===== config.mk =====
export PLATFORM = sky130hd
export DESIGN_NAME = flag_checkpoint_regfile
export DESIGN_NICKNAME = d
export VERILOG_FILES = /design/src/rtl/flag_checkpoint_regfile.sv
export SDC_FILE = /design/constraint.sdc
export NUM_CORES = 1
export LEC_CHECK = 0
export ABC_AREA = 1
export CORE_MARGIN = 2
export CORE_UTILIZATION = 35
export DETAILED_ROUTE_END_ITERATION = 16
export PLACE_DENSITY = 0.6
export SYNTH_ARGS = -nofsm -noshare
export SYNTH_HDL_FRONTEND = slang
export SYNTH_SLANG_ARGS = --single-unit
export TNS_END_PERCENT = 1

===== constraint.sdc =====
create_clock -name clk -period 3.45 [get_ports clk]
set_clock_uncertainty 0.05 [all_clocks]
set_input_delay 0.69 -clock clk [delete_from_list [all_inputs] [get_ports clk]]
set_output_delay 0.69 -clock clk [all_outputs]
set_load 0.05 [all_outputs]

===== src/rtl/flag_checkpoint_regfile.sv =====
// Condition-flag register file with masked writes, write-to-read bypass and a
// checkpoint stack for saving/restoring flags around speculative branches.
module flag_checkpoint_regfile #(
    parameter int WIDTH = 3,
    parameter int DEPTH = 4,
    localparam int CW = $clog2(DEPTH + 1)
) (
    input  logic             clk,
    input  logic             rst,
    input  logic [WIDTH-1:0] wr_data,
    input  logic [WIDTH-1:0] wr_mask,
    input  logic             rd_en1,
    input  logic             rd_en2,
    output logic [WIDTH-1:0] rd_data1,
    output logic [WIDTH-1:0] rd_data2,
    input  logic             ckpt_push,
    input  logic             ckpt_pop,
    input  logic             ckpt_drop,
    output logic [CW-1:0]    ckpt_count,
    output logic             full,
    output logic             empty,
    output logic             err,
    input  logic             err_clr
);

    localparam int AW = (DEPTH > 1) ? $clog2(DEPTH) : 1;

    logic [WIDTH-1:0] flags_q, flags_d;
    logic [WIDTH-1:0] stack_q [DEPTH];
    logic [WIDTH-1:0] stack_d [DEPTH];
    logic [CW-1:0]    count_q, count_d;
    logic             err_q, err_d;

    logic             multi_op;
    logic             push_ok, pop_ok, drop_ok, err_event;
    logic [AW-1:0]    push_idx, top_idx;
    logic [WIDTH-1:0] merged, rd_src;

    assign full       = (count_q == CW'(DEPTH));
    assign empty      = (count_q == '0);
    assign ckpt_count = count_q;
    assign err        = err_q;

    assign push_idx = count_q[AW-1:0];
    assign top_idx  = push_idx - AW'(1);

    // NOTE: every signal written in always_comb gets a default first, so no path leaves it unassigned and no latch is inferred.
    always_comb begin
        multi_op  = (32'(ckpt_push) + 32'(ckpt_pop) + 32'(ckpt_drop)) > 32'd1;
        push_ok   = ckpt_push && !multi_op && !full;
        pop_ok    = ckpt_pop  && !multi_op && !empty;
        drop_ok   = ckpt_drop && !multi_op && !empty;
        err_event = multi_op
                 || (ckpt_push && full)
                 || ((ckpt_pop || ckpt_drop) && empty);

        merged = (flags_q & ~wr_mask) | (wr_data & wr_mask);
        // A restoring pop owns the next flag value, so nothing is forwarded.
        rd_src = pop_ok ? flags_q : merged;

        flags_d = pop_ok ? stack_q[top_idx] : merged;

        stack_d = stack_q;
        if (push_ok) begin
            stack_d[push_idx] = flags_q;
        end

        count_d = count_q;
        if (push_ok) begin
            count_d = count_q + CW'(1);
        end else if (pop_ok || drop_ok) begin
            count_d = count_q - CW'(1);
        end

        // A same-cycle error event wins over err_clr.
        err_d = err_event ? 1'b1 : (err_clr ? 1'b0 : err_q);
    end

    assign rd_data1 = rd_en1 ? rd_src : '0;
    assign rd_data2 = rd_en2 ? rd_src : '0;

    // NOTE: sequential state uses non-blocking assignments so all flops sample their _d values from the same pre-edge state.
    always_ff @(posedge clk or negedge rst) begin
        if (!rst) begin
            flags_q <= '0;
            count_q <= '0;
            err_q   <= 1'b0;
            // NOTE: the stack entries are reset too, so a restore after reset can never return stale pre-reset flags.
            for (int i = 0; i < DEPTH; i++) begin
                stack_q[i] <= '0;
            end
        end else begin
            flags_q <= flags_d;
            count_q <= count_d;
            err_q   <= err_d;
            stack_q <= stack_d;
        end
    end

endmodule


==> results.toml <==
[outcome]
status = "complete, no violations"

[sta]
holdWs_ns = 0.443
worst_pin_slew_ns = 0.895
hold_viol_final = 0
fin_crit_sh_pct = 92.0
period_needed_ns = 3.18
maxSlewViolCount = 0
max_freq_ghz = 0.315
finalSetupViolations = 0
rsz0062_at_grt = "no"
tns_ns = 0
slew_headroom_pct = 40.1

[global_routing]
grt_pass1_vias = 921
antenna_found_initial = 0
grt_max_degree = 20
grtUsageTotal_pct = 13.9
grt_remaining_overflow = 0
grt_pass1_wl_um = 3840

[critical_path]
cp-end-kind = "output pin"
arrival_ns = 2.44
rr_startpoint = "ckpt_count[0]"
cp.required_ns = 2.71
startpoint_type = "primary input"
path_max_fanout = 7
rr_endpoint = "ckpt_count[2]"
r2r_setup_slack_ns = 0.97
reg2reg_depth = 12
path_class = "primary input to output pin"

[synthesis]
ys_types = 23
synth_seq_cells = 19
syn_area_um2 = 1090
syn_nets = 156
avgSynthCellArea_um2 = 7.99
ys_warn_count = 0
seq_area_frac_synth_pct = 43.7
synthCells = 136

[pwr]
p_per_area_nw_per_um2 = 833
finalPower_mw = 1.22
ir_drop_v = 0.000437
p_leak_nw = 0.726

[layout]
n_fill_cell = 309
diodes = 0
fin_nets = 186
syn_to_final_growth_pct = 34.9
final_cell_mix = "nand2_1, nor2_1, dfrtp_1, clkdlybuf4s50_1, inv_1"
drive_gt1_share_pct = 12.7
final_common_cell = "nand2_1"

[route]
top_layer = "met3"
met1_length_um = 1070
wl_per_cell_um = 11.1
drtIter0Drc = 38
dr_wl_met3_um = 97
via_per_inst = 4.78
drtAntennaViolNets = 0
drc = 0
vias = 947
routed_wl_um = 2200
first_pass_iters = 4
wl_met2_um = 1030

[placed_design]
routabilityCongestion = 0.791
io_buffers = 25
dp_hpwl_um = 1760

[min_path]
min_path_type = "flip-flop to flip-flop"
hold_path_depth = 2
holdPathEnd = "stack_q[11]"
hp-start = "stack_q[11]"

[clock_network]
cts_resized = 0
cts.path.max_buffers = 2
clock-root-buffer = "clkbuf_4"
insertion_delay_ns = 0.30
cts_buffers = 3
cts_hold_buf = 0
clk_pin_slew_ns = 0.11
cts_tree = "done"
cts_setup_buffers = 0
clock-sinks = 19
htree_levels = 1

[die]
ios = 26
die_h_um = 59.7
dieArea_um2 = 3570
initial_core_util_pct = 36.2
placementRows = 20
coreArea_um2 = 3000
die_x_um = 59.7

[job]
drv_cap = 0
## metrics by stage
stage          std cells  setup slack, ns  cell area [µm²]  utilization, %
2_1_floorplan        136            0.429             1090               -
3_3_place_gp         194            0.271             1440            47.9
3_5_place_dp         194            0.256             1440            47.9
4_1_cts              198            0.254             1470            48.8
5_1_grt              198            0.134             1470            48.8
6_report             198            0.275             1470            48.8
## synth_stat cells (all sizes together)
library cell   n  area [µm²]
xor2           1        8.76
nand3b         1        7.51
dfrtp         19         475
nor3           1        5.00
nand3          4        25.0
o21ai         22         114
fa             1        20.0
nand2         37         156
inv           17        63.8
nor2          21        95.1
o21a           1        7.51
a22oi          1        7.51
ha             5        62.6
o211ai         1        7.51
a21oi          4        31.3
## logic make-up (layout without fill, tap and decap cells)
| kind of cell | after synthesis | in the layout | share of synthesized area, % |
|---|---|---|---|
| flip-flops | 19 | 19 | 43.7 |
| AO/OA/AOI/OAI | 29 | 29 | 15.4 |
| XOR/XNOR | 1 | 1 | 0.806 |
| buffers and inverters | 17 | 46 | 5.87 |
| AND/OR/NAND/NOR | 64 | 64 | 26.6 |
| adder cells (fa/ha/maj) | 6 | 6 | 7.60 |
## flip-flops by register name, indices dropped and copies added (netlist names)
name	cells
stack_q	12
ckpt_count	3
flags_q	3
err	1
## critical path: stages
cell and delay (ns):
clkdlybuf4s50_1 0.48, ha_1 0.36, a21oi_4 0.21, nand3_2 0.15, nand2_1 0.08, o21ai_0 0.10, nor2_1 0.20, buf_12 0.17
## worst max path at each step
stage | startpoint | end | cells past startpoint
floorplan | ckpt_count[0] | rd_data1[0] | 7
global placement | ckpt_push | rd_data1[2] | 8
detailed placement | ckpt_push | rd_data1[1] | 8
CTS | ckpt_push | rd_data1[1] | 8
global route | ckpt_push | rd_data2[1] | 8
finish | ckpt_push | rd_data1[1] | 8
## report_power, final
group | switching [mW] | leakage [nW] | total, mW | internal, mW
logic | 0.436 | 0.473 | 0.706 | 0.269
clock network | 0.0703 | 0.0177 | 0.113 | 0.0431
registers | 0.0788 | 0.236 | 0.403 | 0.324
total | 0.586 | 0.726 | 1.22 | 0.636
## layer usage
layer / up-vias / track usage, %
li1: 492 / -
met1: 434 / 18.9
met3: 0 / 4.11
met4: 0 / 1.59
met2: 21 / 22.5
met5: - / 0
## cell type report
cell class | instances | area, µm² | area share (%)
multi-input cells | 100 | 548 | 37.4
inverters | 17 | 63.8 | 4.35
well taps | 33 | 41.3 | 2.82
clock buffers | 3 | 22.5 | 1.54
repair buffers | 25 | 310 | 21.2
clock inverters | 1 | 5.00 | 0.341
flip-flops and latches | 19 | 475 | 32.4
Power figures use the tool's default switching activity.
==> RTL edit 1, RTL diff (config.mk and constraints unchanged) <==
`WIDTH`: 3 -> 6.
--- a/src/rtl/flag_checkpoint_regfile.sv
+++ b/src/rtl/flag_checkpoint_regfile.sv
@@ -3,3 +3,3 @@
 module flag_checkpoint_regfile #(
-    parameter int WIDTH = 3,
+    parameter int WIDTH = 6,
     parameter int DEPTH = 4,
Interface: changed (resized rd_data1, rd_data2, wr_data and wr_mask); port bits go from 26 to 38. The function was not compared with the original's and may differ.
==> RTL edit 1 against the unedited design <==
  * Total power increased by 91%
  * Largest power group unchanged
  * Sequential cell count increased by 15
  * Wire length increased by 92%
  * Critical path depth increased by 2
  * Register-to-register slack improved by 0.37 ns
  * Setup slack got worse by 0.082 ns
  * Sequential power increased by 72%
  * Area after synthesis increased by 81%
  * Hold slack got worse by 0.014 ns
  * Sequential share of layout area increased by 0.51 points
  * Final area increased by 76%
  * Global-route usage increased by 1.0 points
==> RTL edit 1: results (changes against the unedited design) <==
metric	value	unit	change
grt_max_degree	35		was 20
grt_use_total	14.9	%	was 13.9%
vias	1552		was 947
nNetsFinal	290		was 186
seq_area_frac_synth	43.1	%	was 43.7%
synth.distinct_cells	21		was 23
dp_slack	0.175	ns	was 0.256 ns
first_global_vias	1520		was 921
drive_gt1_share	26.1	%	was 12.7%
inverters	20		was 17
htree_levels	2		was 1
holdPathEnd	stack_q[19]		was stack_q[11]
wl	4220	microns	was 2200 microns
n_all_buffers	41		was 25
clock_latency	0.27	ns	was 0.30 ns
yosys-top-cells-area	dfrtp_1 43%, o21ai_2 15%, nand2_1 8.4%		was dfrtp_1 44%, nand2_1 11%, nor2_1 6.9%
status	completed		unchanged
grt_pass1_wl	7280	microns	was 3840 microns
cts-buffers-inserted	5		was 3
multi_input_area	968	sq um	was 548 sq um
nFlopsAndLatches	34		was 19
power_leakage	1.23	nW	was 0.726 nW
worst_slew_pin_slew	0.498	ns	was 0.895 ns
synth_fp_nets	250		was 156
post_drt_wl_per_cell	12.6	microns	was 11.1 microns
multi_input_area_share	37.5	%	was 37.4%
p_sw_share	47.4	%	was 47.9%
regArea	851	sq um	was 475 sq um
crit_arrival	2.52	ns	was 2.44 ns
## RTL edit 1: worst max-delay path by stage
stage | slack, ns | depth (start not counted) | to | startpoint
floorplan | 0.26 | 9 | rd_data1[0] | ckpt_count[0]
global placement | 0.21 | 10 | rd_data1[3] | ckpt_drop
detailed placement | 0.17 | 10 | rd_data2[2] | ckpt_push
CTS | 0.17 | 10 | rd_data2[2] | ckpt_push
global route | 0.03 | 10 | rd_data2[4] | ckpt_push
finish | 0.19 | 10 | rd_data2[2] | ckpt_push
## RTL edit 1: per-layer routing
layer	track usage [%]	wire length, microns
met5	0	0
met4	3.10	14
met3	3.52	151
met2	25.3	2090
met1	19.4	1970
## RTL edit 1: cells by family after synthesis
group | Yosys count | share of synthesized area [%]
simple gates | 88 | 20.7
compound gates | 66 | 23.7
flops | 34 | 43.1
buf+inv | 28 | 7.74
fa+ha+maj | 6 | 3.81
xor+xnor | 2 | 0.888
==> RTL edit 2, RTL diff (same settings) <==
Without the edit above. Register the output `ckpt_count` once more; this adds one clock of latency there. The other outputs are not delayed to match.
--- a/src/rtl/flag_checkpoint_regfile.sv
+++ b/src/rtl/flag_checkpoint_regfile.sv
@@ -40,3 +40,5 @@
     assign empty      = (count_q == '0);
-    assign ckpt_count = count_q;
+    always_ff @(posedge clk) begin
+        ckpt_count <= count_q;
+    end
     assign err        = err_q;
Check against the original RTL: not equivalent (a bounded check fails within 4 cycles, from zero or initial values and one cycle with rst low).
==> RTL edit 2 against the unedited design <==
  * Total power rose by 13%
  * Setup slack got worse by 0.035 ns
  * Final area is 6.7% higher
  * Wire length grew 11%
  * Die area up 5.2%
  * Area after synthesis grew 5.5%
  * Sequential cell count is 3 higher
  * Critical path depth is the same
  * Highest routed layer is now met4
==> RTL edit 2: results (changes against the unedited design) <==
metric	value	unit	change
status	completed		unchanged
n_fill_cell	303		was 309
min-delay-start	count_q[2]		was stack_q[11]
r2r-end	count_q[2]		was ckpt_count[2]
grt_pass1_wl	4150	microns	was 3840 microns
r2r_start	count_q[0]		was ckpt_count[0]
hold_depth	0		was 2
whs	0.396	ns	was 0.443 ns
clk_transition_reported_paths	0.13	ns	was 0.11 ns
dp_slack	0.210	ns	was 0.256 ns
routabilityCongestion	0.802		was 0.791
worst_slew_pin_slew	0.882	ns	was 0.895 ns
synthArstFlopShare	86.4	%	was 100%
drt_iter0_drc	37		was 38
nNetsFinal	189		was 186
synth.distinct_cells	24		was 23
seq_area_frac_synth	46.7	%	was 43.7%
synth_fp_nets	159		was 156
dp_hpwl	1970	microns	was 1760 microns
viasPerCell	4.64		was 4.78
wl_met1	1170	microns	was 1070 microns
drive_gt1_share	12.5	%	was 12.7%
fmax	312	MHz	was 315 MHz
holdPathEnd	ckpt_count[2]		was stack_q[11]
yosys-top-cells-area	dfrtp_1 41%, nand2_1 10%, nor2_1 6.5%		was dfrtp_1 44%, nand2_1 11%, nor2_1 6.9%
first_global_vias	912		was 921
place_area	1510	sq um	was 1440 sq um
power_leakage	0.762	nW	was 0.726 nW
==> RTL edit 2: where the power goes <==
group / internal (W) / leakage (nW) / total [W] / switching, W
combinational: 0.000269 / 0.472 / 0.000720 / 0.000451
sequential: 0.000377 / 0.262 / 0.000464 / 0.0000876
clock: 0.000117 / 0.0279 / 0.000195 / 0.0000776
==> RTL edit 2: cells by family (layout without fill, tap and decap cells) <==
kind of cell | after synthesis | count (layout) | synth area share [%]
xor gates and xnor gates | 1 | 1 | 0.763
buffers and inverters | 17 | 46 | 5.56
adders and majority gates | 6 | 6 | 7.20
DFF | 22 | 22 | 46.7
AOI/OAI and AO/OA | 29 | 29 | 14.6
and+or+nand+nor | 64 | 64 | 25.2
==> RTL edit 2: worst max-delay path by stage <==
stage | from | cells after the start | slack, ns | endpoint
final | ckpt_push | 8 | 0.24 | rd_data2[1]
after global routing | ckpt_push | 8 | 0.11 | rd_data2[2]
after CTS | ckpt_push | 8 | 0.22 | rd_data2[1]
after detailed placement | ckpt_push | 8 | 0.21 | rd_data2[1]
after global placement | ckpt_push | 7 | 0.28 | rd_data1[1]
after floorplan | ckpt_push | 6 | 0.57 | rd_data1[0]
==> RTL edit 2: area by class of cell <==
| class | count | area, sq um | area share [%] |
|---|---|---|---|
| clock buffers | 3 | 22.5 | 1.44 |
| clock inverters | 1 | 30.0 | 1.92 |
| inverters | 17 | 63.8 | 4.08 |
| multi-input cells | 100 | 548 | 35.0 |
| flip-flops and latches | 22 | 536 | 34.2 |
| well taps | 44 | 55.1 | 3.52 |
| repair buffers | 25 | 310 | 19.8 |
==> RTL edit 2: metrics by stage <==
| step | power [W] | util (%) | std cells |
|---|---|---|---|
| after floorplan | 0.000948 | - | 139 |
| after global placement | 0.00118 | 49.1 | 208 |
| after detailed placement | 0.00119 | 49.1 | 208 |
| after CTS | 0.00139 | 50.9 | 212 |
| after global routing | 0.00150 | 50.9 | 212 |
| final | 0.00138 | 50.9 | 212 |
==> RTL edit 2: worst max-delay path, cell delays in order <==
cell and delay, ns:
clkdlybuf4s50_1 0.48, ha_1 0.36, a21oi_4 0.21, nand3_2 0.16
nand2_1 0.09, o21ai_0 0.11, nor2_1 0.20, buf_12 0.17
==> RTL edit 2: routing by layer <==
metal,up-vias,GRT usage [%]
li1,504,-
met1,459,22.0
met2,19,22.2
met3,2,3.15
met4,0,4.04
met5,-,0
